**src/rtl/bumpy_motion.sv**
```systemverilog
// ---------------------------------------------------------------------------
// bumpy_motion
//
// Motion and game-event controller for the Bumpy ball. Once per video frame
// it moves Bumpy under gravity and keyboard control, resolves what happens
// when Bumpy lands on a tile (bounce, coin, brake, spike, teleport, gate),
// keeps the coin count and opens the exit gate once enough coins are held.
//
// Ports:
//   clock_i                clock
//   reset_i                synchronous active-high reset, dominates all inputs
//   startOfFrame_i         one-cycle frame tick (at least 3 cycles apart)
//   left_key_i/right_key_i held keyboard levels
//   lvl_i                  current level; any change restarts the level
//   area_i                 neighbour tile types [0]=left [1]=up [2]=right [3]=down
//   teleport_cordinates_i  teleport destination, [7:4] column, [3:0] row
//   bumpy_x_o/bumpy_y_o    top-left pixel of the 32x32 sprite
//   gate_o                 high once coins >= COINS_FOR_GATE
//   coins_o                coin count, saturating at 15
//   coin_pulse_o           one-cycle strobe when a coin tile is landed on
//   brake_pulse_o          one-cycle strobe when a brake tile is landed on
//   dead_pulse_o           one-cycle strobe on entry to the dead state
//   level_done_o           held high while the level is won
// ---------------------------------------------------------------------------
module bumpy_motion #(
    parameter int SPAWN_X        = 80,
    parameter int SPAWN_Y        = 0,
    parameter int HSPEED         = 2,
    parameter int GRAVITY        = 1,
    parameter int BOUNCE_V       = 12,
    parameter int MAX_VY         = 15,
    parameter int DEAD_FRAMES    = 60,
    parameter int COINS_FOR_GATE = 2
) (
    input  logic            clock_i,
    input  logic            reset_i,
    input  logic            startOfFrame_i,
    input  logic            left_key_i,
    input  logic            right_key_i,
    input  logic [2:0]      lvl_i,
    input  logic [3:0][2:0] area_i,
    input  logic [7:0]      teleport_cordinates_i,
    output logic [10:0]     bumpy_x_o,
    output logic [10:0]     bumpy_y_o,
    output logic            gate_o,
    output logic [3:0]      coins_o,
    output logic            coin_pulse_o,
    output logic            brake_pulse_o,
    output logic            dead_pulse_o,
    output logic            level_done_o
);

    // Tile type codes as delivered by the tile/step controller
    localparam logic [2:0] TILE_FREE  = 3'd0;
    localparam logic [2:0] TILE_REGU  = 3'd1;
    localparam logic [2:0] TILE_GATE  = 3'd2;
    localparam logic [2:0] TILE_COIN  = 3'd3;
    localparam logic [2:0] TILE_TPORT = 3'd4;
    localparam logic [2:0] TILE_SPIKE = 3'd5;
    localparam logic [2:0] TILE_BRAKE = 3'd6;

    localparam logic [10:0]       SPAWN_X_C    = 11'(SPAWN_X);
    localparam logic [10:0]       SPAWN_Y_C    = 11'(SPAWN_Y);
    localparam logic [11:0]       HSPEED_C     = 12'(HSPEED);
    localparam logic [11:0]       X_MAX_C      = 12'd608;
    localparam logic signed [8:0] GRAVITY_C    = 9'(GRAVITY);
    localparam logic signed [8:0] MAX_VY_C     = 9'(MAX_VY);
    localparam logic signed [7:0] BOUNCE_C     = 8'(BOUNCE_V);
    localparam logic signed [7:0] BRAKE_C      = 8'(BOUNCE_V / 2);
    localparam logic [4:0]        GATE_COUNT_C = 5'(COINS_FOR_GATE);

    localparam int DEAD_W = (DEAD_FRAMES > 1) ? $clog2(DEAD_FRAMES) : 1;
    localparam logic [DEAD_W-1:0] DEAD_LAST_C = DEAD_W'(DEAD_FRAMES - 1);

    typedef enum logic [2:0] {
        SPAWN,
        AIR,
        LAND,
        TELE,
        DEAD,
        WIN
    } stateT;

    stateT state_q, state_d;

    logic [10:0]       x_q, x_d;
    logic [10:0]       y_q, y_d;
    logic signed [7:0] vy_q, vy_d;
    logic [3:0]        coins_q, coins_d;
    logic              gate_q, gate_d;
    logic [2:0]        lvl_q;
    logic [DEAD_W-1:0] deadCnt_q, deadCnt_d;
    logic [2:0]        landTile_q, landTile_d;
    logic [7:0]        teleDest_q, teleDest_d;
    logic              deadPulse_q, deadPulse_d;

    logic              restart;
    logic              teleValid;
    logic [11:0]       xStep;
    logic [10:0]       xAir;
    logic signed [8:0] vyExt;
    logic signed [8:0] vySum;
    logic signed [7:0] vyGrav;
    logic signed [11:0] yCur;
    logic signed [11:0] vyWide;
    logic signed [11:0] yNext;
    logic [10:0]       yAir;
    logic signed [7:0] vyAir;
    logic              landHit;
    logic              fellOff;

    function automatic logic isSolid(input logic [2:0] tile);
        return tile != TILE_FREE;
    endfunction

    // A level change is detected against the registered copy of lvl_i and
    // overrides whatever transition the state machine had pending.
    assign restart   = (lvl_i != lvl_q);
    assign teleValid = (teleDest_q[7:4] <= 4'd9) &&
                       (teleDest_q[3:0] >= 4'd1) &&
                       (teleDest_q[3:0] <= 4'd6);

    // Horizontal motion for one frame: the key pair gives the direction, a
    // solid neighbour stops the sprite flush against the wall of its cell
    // (offset 32 on the right because the sprite is half a tile wide), and
    // the result is finally clamped to the visible screen.
    always_comb begin
        xStep = {1'b0, x_q};
        if (right_key_i && !left_key_i) begin
            if (isSolid(area_i[2]) && (({6'd0, x_q[5:0]} + HSPEED_C) > 12'd32)) begin
                xStep = {1'b0, x_q[10:6], 6'd32};
            end else begin
                xStep = {1'b0, x_q} + HSPEED_C;
            end
        end else if (left_key_i && !right_key_i) begin
            if (isSolid(area_i[0]) && ({6'd0, x_q[5:0]} < HSPEED_C)) begin
                xStep = {1'b0, x_q[10:6], 6'd0};
            end else if ({1'b0, x_q} < HSPEED_C) begin
                xStep = 12'd0;
            end else begin
                xStep = {1'b0, x_q} - HSPEED_C;
            end
        end
        if (xStep > X_MAX_C) begin
            xStep = X_MAX_C;
        end
        xAir = xStep[10:0];
    end

    // Vertical motion for one frame. Gravity is applied first and saturated,
    // then the candidate position is tested against the screen top, the tile
    // above (only when rising into a new row) and the tile below (when the
    // sprite bottom reaches the lower half of the cell or a lower row).
    // Falling past the bottom row without a landing kills Bumpy; in that
    // case the position is left where it was so the corpse stays on screen.
    always_comb begin
        vyExt   = {vy_q[7], vy_q};
        vySum   = vyExt + GRAVITY_C;
        vyGrav  = (vySum > MAX_VY_C) ? MAX_VY_C[7:0] : vySum[7:0];
        yCur    = {1'b0, y_q};
        vyWide  = {{4{vyGrav[7]}}, vyGrav};
        yNext   = yCur + vyWide;
        yAir    = yNext[10:0];
        vyAir   = vyGrav;
        landHit = 1'b0;
        fellOff = 1'b0;
        if (yNext < 12'sd0) begin
            yAir  = 11'd0;
            vyAir = 8'sd0;
        end else if ((vyGrav < 8'sd0) && (yNext[10:6] < y_q[10:6]) && isSolid(area_i[1])) begin
            yAir  = {y_q[10:6], 6'd0};
            vyAir = 8'sd0;
        end else if ((vyGrav > 8'sd0) &&
                     ((yNext[5:0] >= 6'd32) || (yNext[10:6] > y_q[10:6])) &&
                     isSolid(area_i[3])) begin
            yAir    = {y_q[10:6], 6'd32};
            landHit = 1'b1;
        end else if (yNext > 12'sd416) begin
            yAir    = y_q;
            vyAir   = vy_q;
            fellOff = 1'b1;
        end
    end

    // State register; reset always returns to SPAWN.
    always_ff @(posedge clock_i) begin
        if (reset_i) begin
            state_q <= SPAWN;
        end else begin
            state_q <= state_d;
        end
    end

    // Next-state logic. LAND and TELE are single-cycle states so frame ticks
    // that fall on them are simply not looked at.
    always_comb begin
        state_d = state_q;
        case (state_q)
            SPAWN: state_d = AIR;
            AIR: begin
                if (startOfFrame_i) begin
                    if (landHit) begin
                        state_d = LAND;
                    end else if (fellOff) begin
                        state_d = DEAD;
                    end
                end
            end
            LAND: begin
                case (landTile_q)
                    TILE_SPIKE: state_d = DEAD;
                    TILE_GATE:  state_d = WIN;
                    TILE_TPORT: state_d = teleValid ? TELE : AIR;
                    default:    state_d = AIR;
                endcase
            end
            TELE: state_d = AIR;
            DEAD: begin
                if (startOfFrame_i && (deadCnt_q == DEAD_LAST_C)) begin
                    state_d = SPAWN;
                end
            end
            WIN:     state_d = WIN;
            default: state_d = SPAWN;
        endcase
        if (restart) begin
            state_d = SPAWN;
        end
    end

    // Datapath next-state. Motion is committed only on a frame tick in AIR;
    // the landed tile and teleport destination are latched at that same tick
    // so LAND and TELE work from stable copies. Any path into SPAWN (respawn
    // after death or level restart) reloads the spawn position.
    always_comb begin
        x_d         = x_q;
        y_d         = y_q;
        vy_d        = vy_q;
        coins_d     = coins_q;
        deadCnt_d   = deadCnt_q;
        landTile_d  = landTile_q;
        teleDest_d  = teleDest_q;
        case (state_q)
            AIR: begin
                if (startOfFrame_i && !fellOff) begin
                    x_d  = xAir;
                    y_d  = yAir;
                    vy_d = vyAir;
                    if (landHit) begin
                        landTile_d = area_i[3];
                        teleDest_d = teleport_cordinates_i;
                    end
                end
            end
            LAND: begin
                case (landTile_q)
                    TILE_REGU: vy_d = -BOUNCE_C;
                    TILE_COIN: begin
                        vy_d = -BOUNCE_C;
                        if (coins_q != 4'd15) begin
                            coins_d = coins_q + 4'd1;
                        end
                    end
                    TILE_BRAKE: vy_d = -BRAKE_C;
                    TILE_TPORT: begin
                        if (!teleValid) begin
                            vy_d = -BOUNCE_C;
                        end
                    end
                    default: ;
                endcase
            end
            TELE: begin
                x_d  = {1'b0, teleDest_q[7:4], 6'd16};
                y_d  = {1'b0, teleDest_q[3:0], 6'd0} - 11'd32;
                vy_d = 8'sd0;
            end
            DEAD: begin
                if (startOfFrame_i) begin
                    deadCnt_d = (deadCnt_q == DEAD_LAST_C) ? '0 : deadCnt_q + 1'b1;
                end
            end
            default: ;
        endcase
        if (state_d == SPAWN) begin
            x_d       = SPAWN_X_C;
            y_d       = SPAWN_Y_C;
            vy_d      = 8'sd0;
            deadCnt_d = '0;
        end
        if (restart) begin
            coins_d = 4'd0;
        end
        gate_d      = ({1'b0, coins_d} >= GATE_COUNT_C) && !restart;
        deadPulse_d = (state_d == DEAD) && (state_q != DEAD);
    end

    // Datapath registers, including the registered copy of the level number
    // used for restart detection.
    always_ff @(posedge clock_i) begin
        if (reset_i) begin
            x_q         <= SPAWN_X_C;
            y_q         <= SPAWN_Y_C;
            vy_q        <= 8'sd0;
            coins_q     <= 4'd0;
            gate_q      <= 1'b0;
            lvl_q       <= lvl_i;
            deadCnt_q   <= '0;
            landTile_q  <= TILE_FREE;
            teleDest_q  <= 8'd0;
            deadPulse_q <= 1'b0;
        end else begin
            x_q         <= x_d;
            y_q         <= y_d;
            vy_q        <= vy_d;
            coins_q     <= coins_d;
            gate_q      <= gate_d;
            lvl_q       <= lvl_i;
            deadCnt_q   <= deadCnt_d;
            landTile_q  <= landTile_d;
            teleDest_q  <= teleDest_d;
            deadPulse_q <= deadPulse_d;
        end
    end

    // Output decode. Strobes are masked by reset so nothing fires in a reset
    // cycle even if the machine happens to sit in LAND at that moment.
    always_comb begin
        coin_pulse_o  = 1'b0;
        brake_pulse_o = 1'b0;
        level_done_o  = 1'b0;
        dead_pulse_o  = deadPulse_q && !reset_i;
        case (state_q)
            LAND: begin
                coin_pulse_o  = (landTile_q == TILE_COIN) && !reset_i;
                brake_pulse_o = (landTile_q == TILE_BRAKE) && !reset_i;
            end
            WIN:     level_done_o = 1'b1;
            default: ;
        endcase
    end

    assign bumpy_x_o = x_q;
    assign bumpy_y_o = y_q;
    assign coins_o   = coins_q;
    assign gate_o    = gate_q;

endmodule

```
**config.mk**
```make
export PLATFORM = sky130hd
export DESIGN_NAME = bumpy_motion
export DESIGN_NICKNAME = d
export VERILOG_FILES = /design/src/rtl/bumpy_motion.sv
export SDC_FILE = /design/constraint.sdc
export NUM_CORES = 1
export LEC_CHECK = 0
export CORE_UTILIZATION = 25
export CTS_CLUSTER_DIAMETER = 120
export DETAILED_ROUTE_END_ITERATION = 12
export GPL_TIMING_DRIVEN = 0
export SYNTH_ARGS = -nofsm -noshare
export SYNTH_HDL_FRONTEND = slang
export SYNTH_SLANG_ARGS = --single-unit
```
**constraint.sdc**
```tcl
create_clock -name clock_i -period 10.5 [get_ports clock_i]
set_clock_uncertainty 0.05 [all_clocks]
set_input_delay 2.625 -clock clock_i [delete_from_list [all_inputs] [get_ports clock_i]]
set_output_delay 2.625 -clock clock_i [all_outputs]
set_load 0.005 [all_outputs]
```
==> Yosys cells after proc, flatten, opt, wreduce, memory -nomap -nowiden <==
Index checks and enable logic that the tools add are counted.
{ "op_classes": {"n_lt_le_gt_ge": 16, "n_reduce_logical": 40, "mux": 46, "n_addsub": 8, "n_eq_ne": 23} }
{ "op_table": {"columns": ["op", "n"], "rows": [
  ["2-to-1 mux 11 bit", 7],
  ["2-to-1 mux 12 bit", 5],
  ["2-to-1 mux 8 bit", 7],
  ["case mux 8 bit (3 select lines)", 2],
  ["case mux 11 bit (2 select lines)", 2],
  ["greater-than comparator 12 x 10 -> 1 bit, second input constant", 2],
  ["== test 3 bit, second input constant", 6],
  ["logical AND 1 bit", 17],
  ["2-to-1 mux 4 bit", 4],
  ["2-to-1 mux 3 bit", 5],
  ["!= test 3 bit, second input constant", 5],
  ["case mux 3 bit (5 select lines)", 1],
  ["nonzero test 3 bit", 5],
  ["adder 11 x 2 -> 12 bit, second input constant", 1],
  ["adder 12 x 8 -> 12 bit", 1],
  ["== test 3 x 2 -> 1 bit, second input constant", 4],
  ["< comparator 12 x 1 -> 1 bit, second input constant", 1],
  ["subtractor 11 x 2 -> 12 bit, second input constant", 1],
  ["< comparator 11 x 2 -> 1 bit, second input constant", 1],
  ["subtractor 10 x 6 -> 11 bit, second input constant", 1],
  ["2-to-1 mux 1 bit", 10],
  ["AND reduction 5 bit", 2],
  ["adder 8 x 2 -> 9 bit, second input constant", 1],
  ["greater-than comparator 9 x 5 -> 1 bit, second input constant", 1],
  ["31 further kinds", 41]
]} }
{ "word_totals": {"word_cells": 145, "out_inout_bits": 31, "register_bits": 59, "in_bits": 28} }

==> Longest topological paths before layout <==
{ "depth": {"ltp_word": 18, "mapped_depth": 29, "ltp_nobuf": 27} }

==> Worst setup path after synthesis <==
Ideal clock, no wire load.
{ "synth_path": {"path_kind": "input to output", "from": "input reset_i", "to": "output coin_pulse_o", "arrival_time_ns": 3.210, "setup_slack_ns": 4.615, "stages": 3, "required_ns": 7.825, "path_buffers": 2, "path_cell_list": "clkbuf_1 > clkbuf_1 > nor2_1"} }
{ "synth_between": {"elab_chain_len": 3} }
{ "synth_lines": {"columns": ["element", "line_no", "rtl"], "rows": [
  ["from (decl)", "36", "input logic reset_i,"],
  ["logical NOT 1 bit", "335", "coin_pulse_o = (landTile_q == TILE_COIN) && !reset_i;"],
  ["logical AND 1 bit", "335", null],
  ["2-to-1 mux 1 bit", "333", "case (state_q)"],
  ["to (decl)", "47", "output logic coin_pulse_o,"]
]} }
No other way between the ends.

==> Worst setup path after layout <==
Ends and elaborated chain as after synthesis.

==> results.json <==
{
  "cp_slowest_stage_delay_ns": 0.46,
  "clockRootBuffer": "clkbuf_16",
  "fmax_mhz": 150.3,
  "drt_first_iter_violations": 310,
  "initial_utilization_pct": 25.53,
  "path_cells": "clkbuf_1 > clkbuf_1 > nor2_1 > clkdlybuf4s50_1",
  "placedCellCount": 871,
  "diodes": 0,
  "holdBufCountCts": 0,
  "core_area_sq_um": 17300,
  "fin_cells": 886,
  "cp-end-kind": "output pin",
  "critical_path_class": "input port to output pin",
  "drive_gt1_share_pct": 7.413,
  "synth_seq_cells": 59,
  "antenna_found_initial": 0,
  "clk_pin_slew_ns": 0.05,
  "worst_pin_slew_ns": 0.8064,
  "ir_drop_mv": 0.06152,
  "grt_pass1_vias": 4119,
  "power.leakage_uw": 0.002074,
  "ios": 59,
  "detail_route.first_pass.iterations": 4,
  "cts.sinks": 59,
  "ys_async_sr_fraction_pct": 0,
  "critPathMostFrequentCell": "clkbuf_1",
  "hold_viol": 0,
  "cts_setup_buffers": 0,
  "insertion_delay_ns": 0.33,
  "cts_buffers": 9,
  "crit_path_start_kind": "input port",
  "fin_crit_sh_pct": 63.38,
  "drv_cap": 0,
  "outcome": "completed",
  "routed_wl_mm": 12.73,
  "viasPerCell": 5.015,
  "maxSlewHeadroom_pct": 45.83,
  "synth_nets": 640,
  "area_growth_pct": 25.93,
  "synthCells": 589,
  "num_vias": 4443,
  "period_needed_ns": 6.655,
  "syn-cell-area_sq_um": 4415,
  "nets": 708,
  "grt_pass1_wl_mm": 20.76,
  "ys_seq_area_share_pct": 26.75,
  "synth_ff_type": "dfxtp_1",
  "arrival_ns": 3.98,
  "path_max_fanout": 10,
  "cts_resized": 0,
  "ys_types": 69,
  "synth_largest_area_cell": "dfxtp_1",
  "finalSetupViolCount": 0,
  "tns_ns": 0,
  "numPortBuffers": 57,
  "clockBufferDepth": 2,
  "rows": 48,
  "grt_use_total_pct": 14.43,
  "grt_start_max_net_pins": 11,
  "rsz0062_at_grt": "no",
  "die_area_sq_um": 18200,
  "synth_top_area_share_pct": 26.75,
  "synth_warnings": 0,
  "dieHeight_um": 134.9,
  "power_density_nw_per_um2": 99.71,
  "ys_top_cells_by_area": "dfxtp_1 27%, nor2_1 6.8%, ha_1 6.2%, a21oi_1 4.8%, nand2_1 4.3%",
  "slowest_stage": "clkdlybuf4s50_1",
  "hold_path.class": "flop to flop",
  "synth_commonest_cells": "80 x nor2_1, 59 x dfxtp_1, 51 x nand2_1",
  "synth.most_common_cell": "nor2_1",
  "cts_htree_levels": 3,
  "required_ns": 7.83,
  "drc_errors": 0,
  "cts_tree": "yes",
  "synth_edf_count": 0,
  "dp_hpwl_mm": 9.804,
  "wl_per_cell_um": 14.37,
  "fin_util_pct": 32.15,
  "synth_area_per_cell_sq_um": 7.497,
  "slew_viol_final": 0,
  "grt_overflow": 0,
  "gp_congestion": 0.8680,
  "fp.dieW_um": 134.9,
  "reg2reg_slack_ns": 3.85,
  "ant_nets": 0
}
-- path summary, 6_finish.rpt --
kind / start / endpoint / cells past startpoint
hold reg to reg: teleDest_q[4] / bumpy_x_o[6] / 1
setup reg to reg: vy_q[6] / bumpy_y_o[9] / 26
setup / recovery: reset_i / coin_pulse_o / 4
hold / removal: teleDest_q[4] / bumpy_x_o[6] / 1
-- cell usage in the layout (no fill, tap or decap), drive strengths merged, types with 8 or more instances in the layout --
cell type,synthesis,final
dfxtp,59,59
mux2i,19,19
a31oi,14,14
nand4,8,8
xor2,10,10
a211oi,12,12
clkbuf,20,30
a21oi,44,44
nor2,80,80
clkdlybuf4s50,0,57
o21ai,30,30
buf,8,8
nor3,24,24
nor2b,12,12
nand3,26,26
ha,22,22
and2,8,8
inv,23,23
nand2,51,51
xnor2,14,14
-- power by group --
group / switching [uW] / internal (uW)
logic: 20.5 / 17.9
clock network: 103 / 187
registers: 0.563 / 225
total: 124 / 431
-- registers in the layout, indices dropped and copies added (netlist names) --
name,count
bumpy_x_o,11
bumpy_y_o,11
teleDest_q,8
vy_q,8
deadCnt_q,6
coins_o,4
landTile_q,3
lvl_q,3
state_q,3
deadPulse_q,1
gate_o,1
-- layout make-up --
| cell class | instances | area [sq um] |
|---|---|---|
| fillers | 1868 | 11740 |
| multi-input cells | 479 | 3033 |
| flip-flops and latches | 59 | 1181 |
| repair buffers | 57 | 570.5 |
| well taps | 225 | 281.5 |
| clock buffers | 10 | 239.0 |
| plain buffers | 28 | 115.1 |
| inverters | 23 | 86.33 |
| clock inverters | 5 | 53.80 |
-- cells by family (layout without fill, tap and decap cells) --
family	after synthesis	count (layout)	synth area share, %
muxes	21	21	4.902
buffers and inverters	51	123	4.562
adders and majority gates	27	27	7.707
DFF	59	59	26.75
xor gates and xnor gates	24	24	4.761
AOI/OAI and AO/OA	155	155	23.66
and+or+nand+nor	252	252	27.66
-- through the flow --
stage	hold WS [ns]	power [uW]	setup slack [ns]	instance area (sq um)
after floorplan	0.3852	250.6	4.615	4415
after global placement	0.4148	268.5	3.824	5268
after detailed placement	0.4100	268.4	3.870	5268
after CTS	0.4250	558.7	3.854	5560
after global routing	0.4557	572.0	3.250	5560
final	0.4171	554.4	3.845	5560
-- metal layers --
layer	share of wire (%)	wire [um]	global-route usage, %	vias to the layer above
li1	-	-	-	2264
met3	5.9	752	3.416	16
met5	0	0	0	-
met1	50	6336	19.82	2052
met4	1.5	187	4.682	0
met2	43	5455	22.05	111
-- worst max-delay path, delay by kind of cell --
kind | cells | cell delay (ns)
buf+inv | 3 | 1.24
simple gates | 1 | 0.11
Power figures use the tool's default switching activity.
